File: src/rtl/mem_port_arbiter.sv
// mem_port_arbiter: shares one single-port memory between the instruction
// fetch requester (IF) and the data requester (DM). Accesses are serialised,
// each lasting WAIT_STATES+1 cycles, and contention alternates between the
// two requesters. Optional grant/conflict statistics are compiled in when the
// macro MEM_ARB_STATS_EN is defined.
module mem_port_arbiter #(
   parameter int ADDR_WIDTH  = 32,
   parameter int DATA_WIDTH  = 32,
   parameter int WAIT_STATES = 1
) (
   input  logic                  clk,
   input  logic                  reset,
   input  logic                  if_req,
   input  logic [ADDR_WIDTH-1:0] if_addr,
   output logic [DATA_WIDTH-1:0] if_rdata,
   output logic                  if_ack,
   input  logic                  dm_req,
   input  logic                  dm_we,
   input  logic [ADDR_WIDTH-1:0] dm_addr,
   input  logic [DATA_WIDTH-1:0] dm_wdata,
   output logic [DATA_WIDTH-1:0] dm_rdata,
   output logic                  dm_ack,
   output logic [ADDR_WIDTH-1:0] mem_addr,
   output logic                  mem_we,
   output logic [DATA_WIDTH-1:0] mem_wdata,
   input  logic [DATA_WIDTH-1:0] mem_rdata,
   output logic                  busy
`ifdef MEM_ARB_STATS_EN
   ,
   output logic [15:0]           stat_if_grants,
   output logic [15:0]           stat_dm_grants,
   output logic [15:0]           stat_conflicts
`endif
);

   localparam logic [3:0] WS = WAIT_STATES[3:0];

   typedef enum logic [1:0] {IDLE, ACC_IF, ACC_DM} state_t;

   state_t                state, state_nxt;
   logic [3:0]            cnt, cnt_nxt;
   logic                  last_dm, last_dm_nxt;   // 1 = last grant went to DM
   logic                  we_q, we_nxt;           // captured dm_we of the current access
   logic [ADDR_WIDTH-1:0] addr_nxt;
   logic [DATA_WIDTH-1:0] wdata_nxt;
   logic                  ack_cycle, decide, grant_if, grant_dm, conflict;

   // Register state, counter, grant history and the captured access.
   always_ff @(posedge clk) begin
      if (reset) begin
         state     <= IDLE;
         cnt       <= 4'd0;
         last_dm   <= 1'b0;
         we_q      <= 1'b0;
         mem_addr  <= '0;
         mem_wdata <= '0;
      end else begin
         state     <= state_nxt;
         cnt       <= cnt_nxt;
         last_dm   <= last_dm_nxt;
         we_q      <= we_nxt;
         mem_addr  <= addr_nxt;
         mem_wdata <= wdata_nxt;
      end
   end

   // Decision logic: the ack cycle doubles as a decision point so that
   // back-to-back accesses run without an idle bubble.
   always_comb begin
      state_nxt   = state;
      cnt_nxt     = cnt;
      last_dm_nxt = last_dm;
      we_nxt      = we_q;
      addr_nxt    = mem_addr;
      wdata_nxt   = mem_wdata;

      ack_cycle = (state != IDLE) && (cnt == 4'd0);
      decide    = (state == IDLE) || ack_cycle;
      conflict  = decide && if_req && dm_req;
      grant_dm  = decide && dm_req && (!if_req || !last_dm);
      grant_if  = decide && if_req && (!dm_req || last_dm);

      if ((state != IDLE) && (cnt != 4'd0))
         cnt_nxt = cnt - 4'd1;

      if (decide)
         state_nxt = IDLE;

      if (grant_dm) begin
         state_nxt   = ACC_DM;
         cnt_nxt     = WS;
         last_dm_nxt = 1'b1;
         we_nxt      = dm_we;
         addr_nxt    = dm_addr;
         wdata_nxt   = dm_wdata;
      end else if (grant_if) begin
         state_nxt   = ACC_IF;
         cnt_nxt     = WS;
         last_dm_nxt = 1'b0;
         we_nxt      = 1'b0;
         addr_nxt    = if_addr;
      end
   end

   // Acks, write strobe and read-data steering are valid only in the ack cycle.
   always_comb begin
      if_ack   = ack_cycle && (state == ACC_IF);
      dm_ack   = ack_cycle && (state == ACC_DM);
      mem_we   = dm_ack && we_q;
      busy     = (state != IDLE);
      if_rdata = if_ack ? mem_rdata : '0;
      dm_rdata = dm_ack ? mem_rdata : '0;
   end

`ifdef MEM_ARB_STATS_EN
   function automatic logic [15:0] sat_inc(input logic [15:0] v);
      return (v == 16'hFFFF) ? v : v + 16'd1;
   endfunction

   // Saturating grant and conflict counters.
   always_ff @(posedge clk) begin
      if (reset) begin
         stat_if_grants <= 16'd0;
         stat_dm_grants <= 16'd0;
         stat_conflicts <= 16'd0;
      end else begin
         if (grant_if) stat_if_grants <= sat_inc(stat_if_grants);
         if (grant_dm) stat_dm_grants <= sat_inc(stat_dm_grants);
         if (conflict) stat_conflicts <= sat_inc(stat_conflicts);
      end
   end
`endif

endmodule
File: config.mk
export PLATFORM = sky130hd
export DESIGN_NAME = mem_port_arbiter
export DESIGN_NICKNAME = d
export VERILOG_FILES = /design/src/rtl/mem_port_arbiter.sv
export SDC_FILE = /design/constraint.sdc
export NUM_CORES = 1
export LEC_CHECK = 0
export ABC_AREA = 1
export BUFFER_PORTS_ARGS = -buffer_cell sky130_fd_sc_hd__buf_4
export CAP_MARGIN = 20
export CORE_AREA = 2 2 103 105
export DETAILED_ROUTE_END_ITERATION = 6
export DIE_AREA = 0 0 105 107
export GPL_ROUTABILITY_DRIVEN = 0
export GPL_TIMING_DRIVEN = 0
export PLACE_DENSITY = 0.71
export RECOVER_POWER = 100
export SYNTH_ARGS = -nofsm -noshare
export SYNTH_HDL_FRONTEND = slang
export SYNTH_SLANG_ARGS = --single-unit
File: constraint.sdc
create_clock -name clk -period 1.8 [get_ports clk]
set_clock_uncertainty 0.15 [all_clocks]
set_input_delay 0.27 -clock clk [delete_from_list [all_inputs] [get_ports clk]]
set_output_delay 0.27 -clock clk [all_outputs]
set_load 0.005 [all_outputs]
# After elaboration in Yosys (flattened, before gate mapping)
# Cells that the tools add are included.
[classes] n_addsub=1 n_eq_ne=2 muxes=13 n_reduce_logical=25
[op_table] operator="32-bit two-way mux" n=4
[op_table] operator="1-bit logical AND" n=9
[op_table] operator="1-bit two-way mux" n=6
[op_table] operator="2-bit two-way mux" n=3
[op_table] operator="2-bit nonzero test" n=3
[op_table] operator="3-bit nonzero test" n=2
[op_table] operator="4-bit logical NOT" n=1
[op_table] operator="4-bit nonzero test" n=1
[op_table] operator="4-bit by 1-bit subtractor with 4-bit output, second input constant" n=1
[op_table] operator="1-bit logical NOT" n=3
[op_table] operator="1-bit logical OR" n=3
[op_table] operator="3-bit OR reduction" n=1
[op_table] operator="2-bit by 1-bit == test with 1-bit output, second input constant" n=1
[op_table] operator="2-bit == test, second input constant" n=1
[op_table] operator="2-bit logical NOT" n=1
[op_table] operator="2-bit OR reduction" n=1
[word_totals] reg_bits=72 input_bits=133

# Depth between registers and ports, before layout
# Gate-level depths: netlist of the first run.
[depth] word_depth=7 ltp_mapped=11 ltp_nobuf=9

# Worst setup path after synthesis of the first run
# Ideal clock, no wire load.
[synth_timing] path_type="reg-to-output" from="register cnt[0]" to="output port dm_ack" arrival_time_ps=1289 required_ps=1380 setup_slack_ps=91 stages_incl_launch_ff=8 cell_sequence="dfxtp_1 -> inv_1 -> ha_1 -> nand3_2 -> inv_1 -> nand3_1 -> clkbuf_1 -> inv_1"
[synth_via] elab_chain_cells=3
[synth_rtl] element="start, declared" line_no="41" rtl="logic [3:0] cnt, cnt_nxt;"
[synth_rtl] element="start signal, assigned" line_no="59" rtl="cnt <= cnt_nxt;"
[synth_rtl] element="4-bit logical NOT" line_no="77" rtl="ack_cycle = (state != IDLE) && (cnt == 4'd0);"
[synth_rtl] element="1-bit logical AND" line_no="77"
[synth_rtl] element="1-bit logical AND" line_no="108" rtl="dm_ack = ack_cycle && (state == ACC_DM);"
[synth_rtl] element="end, declared" line_no="22" rtl="output logic dm_ack,"
# Every way passes these cells.

# Worst setup path after layout of the first run
[layout_timing] from="register cnt[0]" to="output port dm_rdata[4]"
[layout_via] elab_chain_cells=4
[layout_rtl] element="4-bit logical NOT" line_no="77"
[layout_rtl] element="1-bit logical AND" line_no="77"
[layout_rtl] element="1-bit logical AND" line_no="108"
[layout_rtl] element="32-bit two-way mux" line_no="112" rtl="dm_rdata = dm_ack ? mem_rdata : '0;"
[layout_rtl] element="end, declared" line_no="21" rtl="output logic [DATA_WIDTH-1:0] dm_rdata,"
# Every way passes these cells.

==> results of run 1 <==
logic make-up (layout without fill, tap and decap cells):
family                   after synthesis  in the layout  synth area share [%]
AND/OR/NAND/NOR                      384            384                  45.6
adder cells (fa/ha/maj)                1              1                 0.357
buffers and inverters                 85            426                  11.1
AO/OA/AOI/OAI                          9             10                  1.85
flip-flops                            72             72                  41.1
per-stage QoR:
stage | instances | utilization, % | instance area, µm² | setup WS (ps)
6_report | 1029 | 70.3 | 7090 | -285
5_1_grt | 1029 | 70.3 | 7090 | -361
4_1_cts | 1013 | 66.3 | 6690 | -227
3_5_place_dp | 951 | 56.1 | 5660 | -382
3_3_place_gp | 951 | 56.1 | 5660 | -358
2_1_floorplan | 551 | - | 3510 | 91.3
what timing repair did:
item / 4_1_cts / 5_1_grt
pin swaps: 3 / 2
hold buffers: 33 / 0
hold endpoints to repair: 33 / 0
cloned: 6 / 4
setup endpoints to repair: 72 / 128
setup buffers: 7 / 12
resized for setup: 104 / 116
per-layer routing:
layer / GRT usage [%] / up-vias / wire, µm
met4: 8.95 / 0 / 476
met3: 6.32 / 34 / 964
met2: 46.8 / 208 / 8370
li1: - / 2378 / -
met5: 0 / - / 0
met1: 26.5 / 2246 / 5850
registers in the layout, indices dropped and copies added (netlist names):
signal / count
mem_wdata: 32
we_q: 1
last_dm: 1
state: 2
mem_addr: 32
cnt: 4
placed cells by master (no fill, tap or decap):
cell type | synthesis | routed
sky130_fd_sc_hd__or2_0 | 1 | 1
sky130_fd_sc_hd__inv_6 | 0 | 1
sky130_fd_sc_hd__dfxtp_1 | 72 | 70
sky130_fd_sc_hd__o21ai_1 | 0 | 1
sky130_fd_sc_hd__buf_8 | 0 | 9
sky130_fd_sc_hd__a21boi_4 | 1 | 1
sky130_fd_sc_hd__clkbuf_8 | 0 | 14
sky130_fd_sc_hd__buf_2 | 15 | 6
sky130_fd_sc_hd__nand2_4 | 0 | 2
sky130_fd_sc_hd__o21ai_4 | 0 | 1
sky130_fd_sc_hd__dfxtp_2 | 0 | 2
sky130_fd_sc_hd__nor2_1 | 67 | 9
sky130_fd_sc_hd__buf_6 | 6 | 58
sky130_fd_sc_hd__nor2_2 | 0 | 22
sky130_fd_sc_hd__a21oi_1 | 6 | 6
sky130_fd_sc_hd__nand2_1 | 208 | 208
sky130_fd_sc_hd__clkbuf_2 | 0 | 3
sky130_fd_sc_hd__nor2_4 | 2 | 38
sky130_fd_sc_hd__o31ai_1 | 1 | 1
sky130_fd_sc_hd__nand3_4 | 0 | 3
sky130_fd_sc_hd__clkbuf_1 | 12 | 29
sky130_fd_sc_hd__bufinv_16 | 0 | 3
sky130_fd_sc_hd__clkinv_4 | 0 | 1
sky130_fd_sc_hd__inv_2 | 2 | 5
sky130_fd_sc_hd__clkinvlp_4 | 0 | 1
sky130_fd_sc_hd__buf_4 | 2 | 177
sky130_fd_sc_hd__nand3_1 | 103 | 101
sky130_fd_sc_hd__clkbuf_4 | 0 | 41
sky130_fd_sc_hd__dlygate4sd3_1 | 0 | 33
sky130_fd_sc_hd__inv_4 | 0 | 1
sky130_fd_sc_hd__inv_1 | 47 | 43
sky130_fd_sc_hd__ha_4 | 0 | 1
sky130_fd_sc_hd__buf_1 | 1 | 1
worst max-delay path, stage by stage, from the launching register on:
cell and delay (ps):
sky130_fd_sc_hd__dfxtp_2 330, sky130_fd_sc_hd__inv_2 70, sky130_fd_sc_hd__ha_4 140, sky130_fd_sc_hd__nand3_4 80, sky130_fd_sc_hd__inv_4 90, sky130_fd_sc_hd__nand3_4 150, sky130_fd_sc_hd__clkbuf_8 220, sky130_fd_sc_hd__nor2_2 110
sky130_fd_sc_hd__buf_4 130
power by group:
group / internal (mW) / leakage, nW / switching (mW) / total (mW)
Sequential: 1.77 / 0.593 / 0.0999 / 1.87
Clock: 0.966 / 0.123 / 0.630 / 1.60
Combinational: 0.956 / 3.02 / 0.937 / 1.89
Total: 3.69 / 3.73 / 1.67 / 5.36
layout make-up:
| cell class | count | area, µm² |
|---|---|---|
| fill | 832 | 3000 |
| timing repair buffer | 325 | 2650 |
| multi-input combinational | 395 | 2070 |
| sequential | 72 | 1440 |
| buffer | 36 | 323 |
| inverter | 49 | 186 |
| tap | 136 | 170 |
| clock buffer | 10 | 138 |
| clock inverter | 6 | 115 |
final timing paths:
path / endpoint / slack [ps] / start / cells after the start
worst max-delay path: dm_rdata[4] / -280 / cnt[0] / 8
worst min-delay path: cnt[0] / 2 / reset / 2
worst max register to register: mem_wdata[17] / -90 / cnt[0] / 12
worst min register to register: mem_addr[16] / 320 / mem_addr[16] / 2
==> run summary, run 1 <==
CRITICAL PATH
--------------------------------------------------------------------------------------------------
Critical path peak fanout                                                                        8
Worst setup path category                                                             flop to output port
Type of origin of the critical path                                                           flop
Required time at the worst-slack endpoint                                                  1380 ps
Endpoint kind of the worst setup timing path                                           output port
Endpoint arrival time on the critical path                                                 1660 ps

GLOBAL ROUTING
--------------------------------------------------------------------------------------------------
Global-route usage over all layers                                                           24.8%
Sum of overflow across all layers after global routing                                           0
Wire length of the first global-routing pass                                               22.5 mm
Largest net degree at the start of global routing                                               14
Number of antenna violations at the first check in global routing                                0
Number of global-route vias before repair                                                     4652

SYNTHESIS
--------------------------------------------------------------------------------------------------
Post-synth ARST share                                                                           0%
Cell variety after synth                                                                        20
Post-synth top area share                                                                    41.1%
Register bit total from synthesis                                                               72
Cell with the most instances after synthesis                                          sky130_fd_sc_hd__nand2_1
Count of yosys warnings during synthesis                                                         0
Most common library cells after synthesis                                             208 x sky130_fd_sc_hd__nand2_1, 103 x sky130_fd_sc_hd__nand3_1, 72 x sky130_fd_sc_hd__dfxtp_1, 67 x sky130_fd_sc_hd__nor2_1, 47 x sky130_fd_sc_hd__inv_1
Cell type with the largest total area after synthesis                                 sky130_fd_sc_hd__dfxtp_1
Number of enable flip-flop cells after synthesis                                                 0
Post-synthesis net count                                                                       685
Synth top area cells                                                                  sky130_fd_sc_hd__dfxtp_1 41%, sky130_fd_sc_hd__nand2_1 22%, sky130_fd_sc_hd__nand3_1 15%
Netlist Area Pre-Place                                                                 0.00351 mm²
Avg Synthesized Cell Area                                                                 6.37 µm²
Share of the yosys chip area belonging to registers                                          41.1%
Top flip-flop cell by instance count after synthesis                                  sky130_fd_sc_hd__dfxtp_1
Number of instances in the synthesized netlist                                                 551

DIE
--------------------------------------------------------------------------------------------------
# rows                                                                                          37
Die ar.                                                                                 0.0112 mm²
Horizontal die dimension                                                                    105 µm
Total I/O pin count                                                                            265
Starting utilization of the core area                                                        34.8%
Vertical die dimension                                                                      107 µm
Placeable core region                                                                   0.0101 mm²

CLOCK TREE
--------------------------------------------------------------------------------------------------
CTS Sinks                                                                                       72
Buffer levels on the longest clock path                                                          2
Master cell of the clock root buffer                                                  sky130_fd_sc_hd__clkbuf_8
Clock tree from TritonCTS                                                                     done
Clock transition time at the flip-flop clock pins of the worst setup and hold paths          80 ps
Clock latency on the worst-skew pair                                                        340 ps
Deepest level of the CTS H-tree                                                                  3
Total clock buffers created by CTS                                                               9

TIMING
--------------------------------------------------------------------------------------------------
Min Clock Period, post-route                                                               2080 ps
Actual transition at the worst max-transition pin                                           509 ps
Max-slew violation count                                                                         0
Worst setup slack after layout                                                             -285 ps
F_max                                                                                    0.480 GHz
Worst slew margin                                                                            66.1%
Number of failing hold endpoints at the final stage                                              0
Setup repair after global routing missed its margin                                            yes
Fin crit share                                                                                116%
Final hold slack                                                                           1.84 ps
Sum of negative setup slack                                                              -16880 ps
Setup-violating endpoint count in the final report                                              95

DETAILED ROUTING
--------------------------------------------------------------------------------------------------
DR vias                                                                                       4866
Average wire per cell in the routed design                                                 15.2 µm
Final routed DRC violation total                                                                 0
Iter 0 DRT Violations                                                                          233
Drt total wl                                                                               15.7 mm
Residual antenna-violating net count after detailed routing                                      0
Vias per cell                                                                                 4.73
First-pass detailed-route iteration total                                                        5

CELLS AND AREA
--------------------------------------------------------------------------------------------------
Net count of the finished layout                                                              1022
Count of antenna diodes in the layout                                                            0
Fraction of final layout cells sized beyond drive strength 1                                 43.7%
Growth of design area from synthesis to finish                                                102%

STATUS
--------------------------------------------------------------------------------------------------
Run status                                                                            finished, violations left
Failing checks                                                                        negative setup slack

POWER AND IR DROP
--------------------------------------------------------------------------------------------------
Leakage power                                                                              3.73 nW
Power per unit of standard cell area                                                    756 mW/mm²
Pwr Total                                                                                  5.36 mW
Max VDD drop                                                                                560 µV

MIN PATH
--------------------------------------------------------------------------------------------------
Tightest Hold Check Type                                                              input port to flop

PLACE
--------------------------------------------------------------------------------------------------
DP HPWL                                                                                    10.3 mm
Number of port buffers                                                                         264

JOB
--------------------------------------------------------------------------------------------------
# Max-Cap Violations                                                                             0

Note: power is estimated with default switching activity, not from simulation.
==> run 2: changes to the inputs <==
--- a/config.mk
+++ b/config.mk
@@ -7,7 +7,7 @@
 export LEC_CHECK = 0
 export ABC_AREA = 1
 export BUFFER_PORTS_ARGS = -buffer_cell sky130_fd_sc_hd__buf_4
-export CAP_MARGIN = 20
+export CAP_MARGIN = 5
 export CORE_AREA = 2 2 103 105
 export DETAILED_ROUTE_END_ITERATION = 6
 export DIE_AREA = 0 0 105 107
==> constraint.sdc (replaced) <==
create_clock -name clk -period 2.1 [get_ports clk]
set_clock_uncertainty 0.15 [all_clocks]
set_input_delay 0.42 -clock clk [delete_from_list [all_inputs] [get_ports clk]]
set_output_delay 0.42 -clock clk [all_outputs]
set_load 0.005 [all_outputs]
==> run 2 against run 1 <==
Net effect:
- the run still ends with negative setup slack left
- first-iteration DRC count down 13%
- global-route usage down 1.1 points
- sequential power decreased by 14%
- register-to-register slack better by 90 ps
==> run summary, run 2 (synthesis gave the netlist of run 1 again) <==
STATUS
--------------------------------------------------------------------------------------------------
Run status                                                                            finished, violations left   unchanged
Failing checks                                                                        negative setup slack   unchanged

DIE
--------------------------------------------------------------------------------------------------
Total I/O pin count                                                                            265   unchanged
Die ar.                                                                                 0.0112 mm²   unchanged
Horizontal die dimension                                                                    105 µm   unchanged
Starting utilization of the core area                                                        34.8%   unchanged
Placeable core region                                                                   0.0101 mm²   unchanged
# rows                                                                                          37   unchanged
Vertical die dimension                                                                      107 µm   unchanged

GLOBAL ROUTING
--------------------------------------------------------------------------------------------------
Sum of overflow across all layers after global routing                                           0   unchanged
Number of global-route vias before repair                                                     4404   was 4652
Wire length of the first global-routing pass                                               21.5 mm   was 22.5 mm
Largest net degree at the start of global routing                                               14   unchanged
Global-route usage over all layers                                                           23.7%   was 24.8%
Number of antenna violations at the first check in global routing                                0   unchanged

CELLS AND AREA
--------------------------------------------------------------------------------------------------
Largest registers                                                                     mem_addr (32), mem_wdata (32), cnt (4)   unchanged
Net count of the finished layout                                                               974   was 1022
Growth of design area from synthesis to finish                                               87.0%   was 102%
Count of antenna diodes in the layout                                                            0   unchanged
Fraction of final layout cells sized beyond drive strength 1                                 44.5%   was 43.7%
Commonest non-fill, non-tap cell in the layout                                        sky130_fd_sc_hd__nand2_1   unchanged
Top library cells by usage in the layout, fill and taps aside                         208 x sky130_fd_sc_hd__nand2_1, 170 x sky130_fd_sc_hd__buf_4, 101 x sky130_fd_sc_hd__nand3_1   was 208 x sky130_fd_sc_hd__nand2_1, 177 x sky130_fd_sc_hd__buf_4, 101 x sky130_fd_sc_hd__nand3_1
FILL cells                                                                                     912   was 832

CLOCK TREE
--------------------------------------------------------------------------------------------------
Deepest level of the CTS H-tree                                                                  3   unchanged
Hold buffer count at CTS                                                                         0   was 33
Master cell of the clock root buffer                                                  sky130_fd_sc_hd__clkbuf_8   unchanged
Clock tree from TritonCTS                                                                     done   unchanged
Buffer levels on the longest clock path                                                          2   unchanged
Clock latency on the worst-skew pair                                                        340 ps   about the same
Clock transition time at the flip-flop clock pins of the worst setup and hold paths          80 ps   about the same
Total clock buffers created by CTS                                                               9   unchanged
CTS Sinks                                                                                       72   unchanged

TIMING
--------------------------------------------------------------------------------------------------
Worst setup slack after layout                                                             -118 ps   was -285 ps
Worst slew margin                                                                            61.5%   was 66.1%
F_max                                                                                    0.451 GHz
Final hold slack                                                                            111 ps   was 1.84 ps
Number of failing hold endpoints at the final stage                                              0   unchanged
Min Clock Period, post-route                                                               2220 ps
Fin crit share                                                                                106%
Setup repair after global routing missed its margin                                            yes   unchanged
Setup-violating endpoint count in the final report                                              67   was 95
Actual transition at the worst max-transition pin                                           574 ps   was 509 ps
Max-slew violation count                                                                         0   unchanged

DETAILED ROUTING
--------------------------------------------------------------------------------------------------
Vias per cell                                                                                 4.68   was 4.73
Drt total wl                                                                               14.5 mm   was 15.7 mm
Final routed DRC violation total                                                                 0   unchanged
Residual antenna-violating net count after detailed routing                                      0   unchanged
Average wire per cell in the routed design                                                 14.8 µm   was 15.2 µm
Iter 0 DRT Violations                                                                          203   was 233
First-pass detailed-route iteration total                                                        4   was 5
DR vias                                                                                       4590   was 4866

CRITICAL PATH
--------------------------------------------------------------------------------------------------
Required time at the worst-slack endpoint                                                  1530 ps   was 1380 ps
Critical path peak fanout                                                                        8   unchanged
Type of origin of the critical path                                                           flop   unchanged
Endpoint arrival time on the critical path                                                 1650 ps   was 1660 ps
Worst setup path category                                                             flop to output port   unchanged
Endpoint kind of the worst setup timing path                                           output port   unchanged
Logic depth of the worst register-to-register path                                              10   was 12

POWER AND IR DROP
--------------------------------------------------------------------------------------------------
Pwr Total                                                                                  4.42 mW   was 5.36 mW
Leakage power                                                                              3.50 nW   was 3.73 nW
Power per unit of standard cell area                                                    674 mW/mm²   was 756 mW/mm²
Max VDD drop                                                                                432 µV   was 560 µV

MIN PATH
--------------------------------------------------------------------------------------------------
Tightest Hold Check Type                                                              input port to flop   unchanged
Hold Path Depth                                                                                  3   was 2

PLACE
--------------------------------------------------------------------------------------------------
DP HPWL                                                                                    10.3 mm   unchanged
Number of port buffers                                                                         264   unchanged

JOB
--------------------------------------------------------------------------------------------------
# Max-Cap Violations                                                                             0   unchanged

run 2: critical path: stages (launching register included):
cell and delay [ps]:
sky130_fd_sc_hd__dfxtp_2 330, sky130_fd_sc_hd__inv_2 70, sky130_fd_sc_hd__ha_4 140, sky130_fd_sc_hd__nand3_4 80
sky130_fd_sc_hd__inv_4 90, sky130_fd_sc_hd__nand3_4 150, sky130_fd_sc_hd__clkbuf_8 220, sky130_fd_sc_hd__nor2_2 100
sky130_fd_sc_hd__buf_4 120
run 2: layout make-up:
cell class | instances | area (µm²) | share of cell area (%)
plain buffers | 36 | 270 | 4.12
multi-input cells | 394 | 2040 | 31.0
well taps | 136 | 170 | 2.59
clock inverters | 6 | 115 | 1.75
flip-flops and latches | 72 | 1440 | 22.0
repair buffers | 278 | 2200 | 33.5
clock buffers | 10 | 138 | 2.10
inverters | 49 | 186 | 2.84
run 2: repair_timing:
action,4_1_cts,5_1_grt
setup endpoints to repair,67,67
gates resized for setup,103,81
buffers inserted,7,1
pin swaps,2,0
gates cloned,6,0
run 2: worst paths after layout:
kind          startpoint      endpoint  slack [ps]
max               cnt[0]   dm_rdata[4]        -120
min          dm_wdata[5]  mem_wdata[5]         110
min reg2reg         we_q          we_q         320
max reg2reg       cnt[0]   mem_addr[4]           0
run 2: report_power, final:
part	total (mW)	switching [mW]	internal, mW
sequential	1.60	0.0844	1.52
combinational	1.45	0.748	0.706
clock	1.36	0.537	0.828
run 2: layer usage:
metal	share of wire [%]	vias to the layer above	track usage (%)	wire, µm
met1	38	2100	26.0	5550
li1	-	2280	-	-
met4	3.0	0	8.76	436
met3	6.2	28	5.29	899
met5	0	-	0	0
met2	53	182	44.4	7650
run 2: stage by stage:
step	util [%]	TNS, ps	cell area (µm²)	setup WS, ps	std cells
floorplan	-	0	3510	241	551
global placement	56.1	-9140	5660	-208	951
detailed placement	56.1	-10930	5660	-232	951
CTS	63.0	-3700	6360	-77.1	980
global route	65.0	-19000	6560	-206	981
finish	65.0	-5390	6560	-118	981
